## src/rtl/rtc_time_reader.sv

```systemverilog
// Periodic / on-demand reader of a BCD real-time clock over an external I2C master.
// Reads seconds, minutes and hours, validates the BCD and presents binary 24-hour time.
module rtc_time_reader #(
  parameter int         ClockFrequency = 1000000,
  parameter int         PollPeriodMs   = 1000,
  parameter logic [6:0] SlaveAddress   = 7'h68,
  parameter int         BusyAckTimeout = 4000,
  parameter int         MaxBytesToSend = 16,
  parameter int         MaxBytesToRead = 16
) (
  input  logic                              clock,
  input  logic                              reset,
  input  logic                              refresh,
  output logic                              i2cStart,
  output logic [6:0]                        i2cAddress,
  output logic [$clog2(MaxBytesToSend):0]   i2cNrOfBytesToSend,
  output logic [MaxBytesToSend*8-1:0]       i2cBytesToSend,
  output logic [$clog2(MaxBytesToRead):0]   i2cNrOfBytesToRead,
  input  logic [MaxBytesToRead*8-1:0]       i2cBytesToRead,
  input  logic                              i2cReady,
  input  logic                              i2cClockStretchTimeoutReached,
  input  logic                              i2cNoAcknowledge,
  output logic [5:0]                        seconds,
  output logic [5:0]                        minutes,
  output logic [4:0]                        hours,
  output logic                              timeValid,
  output logic                              busy,
  output logic [7:0]                        errorCount
);

  localparam int PollTicks = PollPeriodMs * (ClockFrequency / 1000);
  localparam int PollW     = $clog2(PollTicks + 1);
  localparam int BusyW     = $clog2(BusyAckTimeout + 1);
  localparam int SendW     = $clog2(MaxBytesToSend) + 1;
  localparam int ReadW     = $clog2(MaxBytesToRead) + 1;

  typedef enum logic [2:0] {
    Idle,
    Request,
    WaitBusy,
    WaitDone,
    Decode
  } state_t;

  // Returns {valid, binary}; chk_b7 demands bit 7 be clear (minutes), seconds ignore it.
  function automatic logic [6:0] dec_min_sec(input logic [7:0] b, input logic chk_b7);
    logic       ok;
    logic [5:0] v;
    ok = (!b[7] || !chk_b7) && (b[6:4] <= 3'd5) && (b[3:0] <= 4'd9);
    v  = 6'(b[6:4]) * 6'd10 + 6'(b[3:0]);
    return {ok, v};
  endfunction

  // Returns {valid, binary 0..23}; bit 6 selects 12-hour mode with bit 5 as PM.
  function automatic logic [5:0] dec_hours(input logic [7:0] b);
    logic       ok;
    logic [4:0] v;
    logic [4:0] h12;
    h12 = 5'(b[4]) * 5'd10 + 5'(b[3:0]);
    if (!b[6]) begin
      v  = 5'(b[5:4]) * 5'd10 + 5'(b[3:0]);
      ok = !b[7] && (b[5:4] <= 2'd2) && (b[3:0] <= 4'd9) && (v <= 5'd23);
    end else begin
      ok = !b[7] && (b[3:0] <= 4'd9) && (h12 >= 5'd1) && (h12 <= 5'd12);
      if (b[5]) v = (h12 == 5'd12) ? 5'd12 : h12 + 5'd12;
      else      v = (h12 == 5'd12) ? 5'd0  : h12;
    end
    return {ok, v};
  endfunction

  state_t          state_q, state_d;
  logic            pending_q, pending_d;
  logic [PollW-1:0] poll_cnt_q, poll_cnt_d;
  logic [BusyW-1:0] busy_cnt_q, busy_cnt_d;
  logic            start_q, start_d;
  logic            busy_q, busy_d;
  logic [5:0]      seconds_q, seconds_d;
  logic [5:0]      minutes_q, minutes_d;
  logic [4:0]      hours_q, hours_d;
  logic            valid_q, valid_d;
  logic [7:0]      err_q, err_d;

  logic            poll_tick;
  logic            error;
  logic [6:0]      sec_dec;
  logic [6:0]      min_dec;
  logic [5:0]      hr_dec;
  logic            unused_rd;

  // Data arrives first-byte-highest: [2] seconds, [1] minutes, [0] hours.
  assign sec_dec   = dec_min_sec(i2cBytesToRead[23:16], 1'b0);
  assign min_dec   = dec_min_sec(i2cBytesToRead[15:8], 1'b1);
  assign hr_dec    = dec_hours(i2cBytesToRead[7:0]);
  assign unused_rd = ^i2cBytesToRead[MaxBytesToRead*8-1:24];

  assign poll_tick = (poll_cnt_q == PollW'(PollTicks - 1));

  always_comb begin
    state_d    = state_q;
    pending_d  = pending_q | refresh | poll_tick;
    poll_cnt_d = poll_tick ? '0 : poll_cnt_q + 1'b1;
    busy_cnt_d = busy_cnt_q;
    seconds_d  = seconds_q;
    minutes_d  = minutes_q;
    hours_d    = hours_q;
    valid_d    = valid_q;
    err_d      = err_q;
    error      = 1'b0;

    case (state_q)
      Idle: begin
        if (pending_q && i2cReady) state_d = Request;
      end
      Request: begin
        state_d    = WaitBusy;
        busy_cnt_d = '0;
      end
      WaitBusy: begin
        if (!i2cReady) begin
          state_d = WaitDone;
        end else if (busy_cnt_q == BusyW'(BusyAckTimeout - 1)) begin
          error   = 1'b1;
          state_d = Idle;
        end else begin
          busy_cnt_d = busy_cnt_q + 1'b1;
        end
      end
      WaitDone: begin
        if (i2cReady) begin
          if (i2cNoAcknowledge || i2cClockStretchTimeoutReached) begin
            error   = 1'b1;
            state_d = Idle;
          end else begin
            state_d = Decode;
          end
        end
      end
      Decode: begin
        state_d = Idle;
        if (sec_dec[6] && min_dec[6] && hr_dec[5]) begin
          seconds_d = sec_dec[5:0];
          minutes_d = min_dec[5:0];
          hours_d   = hr_dec[4:0];
          valid_d   = 1'b1;
        end else begin
          error = 1'b1;
        end
      end
      default: state_d = Idle;
    endcase

    // Starting a transaction consumes every request collected so far.
    if (state_q == Idle && state_d == Request) begin
      pending_d  = 1'b0;
      poll_cnt_d = '0;
    end

    if (error) begin
      valid_d = 1'b0;
      if (err_q != 8'hFF) err_d = err_q + 1'b1;
    end

    start_d = (state_d == Request);
    busy_d  = (state_d != Idle);
  end

  always_ff @(posedge clock) begin
    if (reset) begin
      state_q    <= Idle;
      pending_q  <= 1'b1;
      poll_cnt_q <= '0;
      busy_cnt_q <= '0;
      start_q    <= 1'b0;
      busy_q     <= 1'b0;
      seconds_q  <= '0;
      minutes_q  <= '0;
      hours_q    <= '0;
      valid_q    <= 1'b0;
      err_q      <= '0;
    end else begin
      state_q    <= state_d;
      pending_q  <= pending_d;
      poll_cnt_q <= poll_cnt_d;
      busy_cnt_q <= busy_cnt_d;
      start_q    <= start_d;
      busy_q     <= busy_d;
      seconds_q  <= seconds_d;
      minutes_q  <= minutes_d;
      hours_q    <= hours_d;
      valid_q    <= valid_d;
      err_q      <= err_d;
    end
  end

  assign i2cStart           = start_q;
  assign i2cAddress         = SlaveAddress;
  assign i2cNrOfBytesToSend = SendW'(1);
  assign i2cBytesToSend     = '0;
  assign i2cNrOfBytesToRead = ReadW'(3);
  assign seconds            = seconds_q;
  assign minutes            = minutes_q;
  assign hours              = hours_q;
  assign timeValid          = valid_q;
  assign busy               = busy_q;
  assign errorCount         = err_q;

endmodule

```

## config.mk

```make
export PLATFORM = sky130hd
export DESIGN_NAME = rtc_time_reader
export DESIGN_NICKNAME = d
export VERILOG_FILES = /design/src/rtl/rtc_time_reader.sv
export SDC_FILE = /design/constraint.sdc
export NUM_CORES = 1
export LEC_CHECK = 0
export BUFFER_PORTS_ARGS = -buffer_cell sky130_fd_sc_hd__buf_2
export CELL_PAD_IN_SITES_DETAIL_PLACEMENT = 1
export CELL_PAD_IN_SITES_GLOBAL_PLACEMENT = 2
export CORE_MARGIN = 1.5
export CORE_UTILIZATION = 24
export DETAILED_ROUTE_END_ITERATION = 8
export PLACE_DENSITY_LB_ADDON = 0.05
export SYNTH_ARGS = -nofsm -noshare
export SYNTH_HDL_FRONTEND = slang
export SYNTH_SLANG_ARGS = --single-unit
```

## constraint.sdc

```tcl
create_clock -name clock -period 7.6 [get_ports clock]
set_input_delay 0.38 -clock clock [delete_from_list [all_inputs] [get_ports clock]]
set_output_delay 0.38 -clock clock [all_outputs]
set_load 0.005 [all_outputs]
```

## Word level (Yosys, flattened, before mapping)

Cells that the tools add are included.

| operators by class | value |
|---|---|
| bitwise gates (word level) | 2 |
| multipliers | 4 |
| order comparisons | 9 |
| mux-type cells | 21 |
| eq/ne operators | 11 |
| reductions and logical operators | 24 |
| add/sub/neg operators | 8 |

Operator list:

| operator | number |
|---|---|
| $mux W12 | 2 |
| $pmux W12 S2 | 1 |
| $add A20 B1 Y20 const B | 1 |
| $eq A20 B20 Y1 const B | 1 |
| $mux W5 | 4 |
| $mux W3 | 5 |
| $logic_and A1 B1 Y1 | 13 |
| $add A12 B1 Y12 const B | 1 |
| $add A6 B4 Y6 | 2 |
| $eq A12 B12 Y1 const B | 1 |
| $le A4 B4 Y1 const B | 3 |
| $pmux W3 S4 | 1 |
| $add A5 B4 Y5 | 2 |
| $mul A3 B3 Y5 const B | 2 |
| $add A8 B1 Y8 const B | 1 |
| $ne A8 B8 Y1 const B | 1 |
| $mux W1 | 7 |
| $eq A3 B1 Y1 const B | 2 |
| $eq A3 B2 Y1 const B | 2 |
| $le A3 B3 Y1 const B | 2 |
| $add A5 B4 Y5 const B | 1 |
| $eq A5 B4 Y1 const B | 1 |
| $ge A5 B1 Y1 const B | 1 |
| $le A5 B4 Y1 const B | 1 |
| other kinds (17) | 21 |

| storage, ports and cells | value |
|---|---|
| bits of input ports | 134 |
| register bits | 64 |

## Depth between registers and ports, before layout

| depth | value |
|---|---|
| depth after elaboration | 10 |
| mapped depth | 13 |

## Worst setup path after synthesis

Ideal clock, no wire load.

| path | value |
|---|---|
| kind | input port to flip-flop |
| start point | input port i2cBytesToRead[1] |
| end point | register hours_q[2] (netlist: hours[2]) |
| slack | 4.727 ns |
| library setup time | 0.071 ns |
| path buffers | 2 |
| stages | 13 |
| data required time | 7.529 ns |
| arrival time | 2.803 ns |
| cell sequence | ha_1 -> ha_1 -> xnor2_4 -> inv_2 -> ha_1 -> nor3b_2 -> o31ai_1 -> a211o_1 -> or3_1 -> buf_2 -> buf_6 -> a211o_1 -> a21oi_1 |

| between the ends | value |
|---|---|
| longest elaborated chain between the ends | 7 |
| elaborated cells on any way between the ends | 20 |
| those cells by class | 3 x add/sub; 4 x order compare; 1 x eq/ne; 5 x mux; 7 x reduce/logical |

Ends and longest elaborated chain:

| what | line | source |
|---|---|---|
| start: declaration | 19 | `input logic [MaxBytesToRead*8-1:0] i2cBytesToRead,` |
| $add A5 B4 Y5 or $le A4 B4 Y1 (tied branches) | 59, 62, 64 |  |
| $ge A5 B1 Y1 or $logic_and A1 B1 Y1 (tied branches) | 64 | `ok = !b[7] && (b[3:0] <= 4'd9) && (h12 >= 5'd1) && (h12 <= 5'd12);` |
| $logic_and A1 B1 Y1 (2 in a row) | 64 |  |
| $mux W1 | 60 | `if (!b[6]) begin` |
| $logic_and A1 B1 Y1 | 140 | `if (sec_dec[6] && min_dec[6] && hr_dec[5]) begin` |
| $reduce_and A2 Y1 (no source line) | - |  |
| end signal: assignment | 189 | `hours_q <= hours_d;` |
| end: declaration | 79 | `logic [4:0] hours_q, hours_d;` |

Several ways; a longest one is shown, not always the timed one.
A chain may end at the register's enable or synchronous reset.

## Final worst setup path

| path | value |
|---|---|
| start point | input port i2cBytesToRead[4] |
| end point | register err_q[5] (netlist: errorCount[5]) |

| between the ends | value |
|---|---|
| longest elaborated chain between the ends | 10 |
| elaborated cells on any way between the ends | 18 |
| those cells by class | 2 x add/sub; 2 x mul; 4 x order compare; 3 x mux; 7 x reduce/logical |

Ends and longest elaborated chain:

| what | line | source |
|---|---|---|
| $mul A1 B3 Y4 | 59 | `h12 = 5'(b[4]) * 5'd10 + 5'(b[3:0]);` |
| $add A5 B4 Y5 | 59 |  |
| $ge A5 B1 Y1 | 64 |  |
| $logic_and A1 B1 Y1 (2 in a row) | 64 |  |
| $mux W1 (*) | 60 |  |
| $logic_and A1 B1 Y1 (*) | 140 |  |
| $mux W1 (*) | 140 |  |
| $pmux W1 S3 (*) | 110 | `case (state_q)` |
| $reduce_and A2 Y1 (no source line) (*) | - |  |
| end signal: assignment | 191 | `err_q <= err_d;` |
| end: declaration | 81 | `logic [7:0] err_q, err_d;` |

Every way passes the cells marked *; elsewhere a longest branch is shown, timed or not.

==> run summary <==
CTS tree = done
area of the multi-input gates = 0.00262 mm²
routed vias/inst = 4.00
Clock Skew = 6.37 ps
Yosys Warn Count = 0
Ports = 307
area grow syn2layout = 6.71%
final setup TNS = 0 ps
max-cap violations = 0
most frequent cells in the layout = conb_1, dfxtp_1, nor2_1
register area = 0.00128 mm²
DR iter-0 viols = 69
grt ovf = 0
drt pass-1 iters = 4
sequential area share after synthesis = 28.0%
Slew @ Worst Pin = 1010 ps
CP Launch Type = input port
Clock transition at path regs = 60 ps
core area = 0.0187 mm²
Pleak = 2.30 nW
post-route clock period utilization = 40.3%
initial core utilization = 24.4%
fillers = 2,309
CP Cell Sequence = buf_2 > ha_1 > ha_1 > xnor2_4 > inv_2 > ha_1 > nor3b_2 > o31ai_1 > a211o_1 > o21ai_0 > a21oi_1 > mux2_2
DP Cell Count = 817
number of synthesized register bits = 64
Hold Violations, Final = 0
most common cell after layout, fill and taps aside = conb_1
Die Ht = 141 µm
DRC Markers = 0
slowest stage delay, CP = 590 ps
# setup viols final = 0
Antenna diodes = 0
final WL = 10,400 µm
total die area = 0.0199 mm²
power per standard cell area = 194 mW/mm²
Post-synth EDFFs = 0
status = complete, no violations
GPL Wtd Cong = 0.735
final non-filler cell total = 833
Cells after Synth = 544
most used cell, CP = ha_1
Max FO, Critical Path = 6
minimum clock period = 3070 ps
worst min path class = in -> reg
setup bufs post-CTS = 0
slowest CP cell = o21ai_0
Hold Buf Count CTS = 0
Die X = 141 µm
Netlist cell types = 52
Avg Inst Size Synth = 8.40 µm²
largest net degree at the start of global routing = 43
FP Rows = 50
peak supply drop = 0.000106 V
detailed placer's ending HPWL = 7920 µm
post-route ant nets = 0
critical path endpoint category = flip-flop
RSZ-0062 raised after global routing = no
CTS root buf = clkbuf_16
Crit Path Category = in -> reg
IO Port Bufs = 56
Required @ worst endpoint = 7830 ps
maximum clock frequency = 326 MHz
routed via count = 3,333
dominant synthesized flop cell = dfxtp_1
H-tree depth = 3
TritonCTS buffer count = 9
first-pass GRT wire length = 16,800 µm
Gates resized, CTS repair = 0
clock buffer depth = 2
initial antenna violation count = 0
clk sinks = 64
WP data arrival = 3290 ps
Post-synth ARST share = 0%
Mapped Area = 0.00457 mm²
layout cells sized above 1 = 14.9%
number of global-route vias before repair = 3,184
DR WL/cell = 12.5 µm
final net count = 751
GRT Total Usage = 10.7%
max-slew violation count = 0
Worst-Skew Late Latency = 340 ps
Rel. slew slack = 32.4%
-- path summary, 6_finish.rpt --
path                      startpoint            end  slack [ps]  cells after the start
setup / recovery   i2cBytesToRead[4]  errorCount[5]        4530                     12
hold / removal    i2cBytesToRead[16]     seconds[0]         280                      3
setup reg to reg       busy_cnt_q[0]  errorCount[5]        5220                      7
hold reg to reg           minutes[2]     minutes[2]         450                      2
-- state kept, by name, summed over array words and instances (netlist names) --
name,count
errorCount,8
seconds,6
pending_q,1
busy,1
state_q,3
minutes,6
timeValid,1
poll_cnt_q,20
busy_cnt_q,12
hours,5
i2cStart,1
-- where the power goes --
part / switching, W / leakage, nW / internal [W]
logic: 0.0000702 / 1.61 / 0.0000372
clock network: 0.000164 / 0.173 / 0.000331
registers: 0.00000477 / 0.517 / 0.000340
total: 0.000239 / 2.30 / 0.000708
-- worst max-delay path, delay by kind of cell --
family                   cells  cell delay (ps)
AND/OR/NAND/NOR              1              310
XOR/XNOR                     1              170
buffers and inverters        2              200
AO/OA/AOI/OAI                4             1260
adder cells (fa/ha/maj)      3              660
multiplexers                 1              300
-- cell families after synthesis --
kind of cell | Yosys count | synth area share [%]
XOR/XNOR | 37 | 7.50
multiplexers | 20 | 4.57
other | 2 | 0.164
AO/OA/AOI/OAI | 59 | 8.24
AND/OR/NAND/NOR | 166 | 18.2
flip-flops | 64 | 28.0
buffers and inverters | 173 | 26.5
adder cells (fa/ha/maj) | 23 | 6.79
-- cell usage after synthesis, types with 4 or more instances --
master      n  area, µm²
and4_1      4       35.0
o21ai_0    12       60.1
dfxtp_1    64       1280
nor2_1     60        225
mux2_2      7       78.8
nand3_1    19       95.1
nor2b_1     9       56.3
buf_4     145       1090
xor2_1     23        201
a21oi_1    18       90.1
ha_1       20        250
nand2_1    24       90.1
and3_1      7       43.8
xnor2_1    13        114
mux2i_1    13        130
a21o_1      5       37.5
inv_1      11       41.3
nand4_1    12       75.1
clkbuf_1   11       41.3
or3_1       4       25.0
a211oi_1    5       37.5
nor3_1      9       45.0
-- layer usage --
layer / up-vias / global-route usage [%] / routed length [µm]
li1: 1630 / - / -
met1: 1565 / 13.5 / 4810
met2: 127 / 17.7 / 4880
met3: 11 / 3.09 / 584
met4: 0 / 3.45 / 136
met5: - / 0 / 0
-- area by class of cell --
class / instances / area share, %
well taps: 234 / 6.00
inverters: 12 / 0.924
clock buffers: 10 / 4.90
flip-flops and latches: 64 / 26.3
repair buffers: 57 / 5.90
clock inverters: 6 / 2.39
multi-input cells: 450 / 53.6
-- through the flow --
step	area, µm²	power [W]	utilization, %	setup slack [ps]	hold slack, ps
after CTS	4880	0.000970	26.1	4520	266
after global routing	4880	0.00100	26.1	4300	310
after detailed placement	4520	0.000460	24.2	4140	446
after global placement	4520	0.000460	24.2	4120	444
after floorplan	5110	0.000485	-	4730	438
final	4880	0.000947	26.1	4530	281
Note: power is estimated with default switching activity, not from simulation.
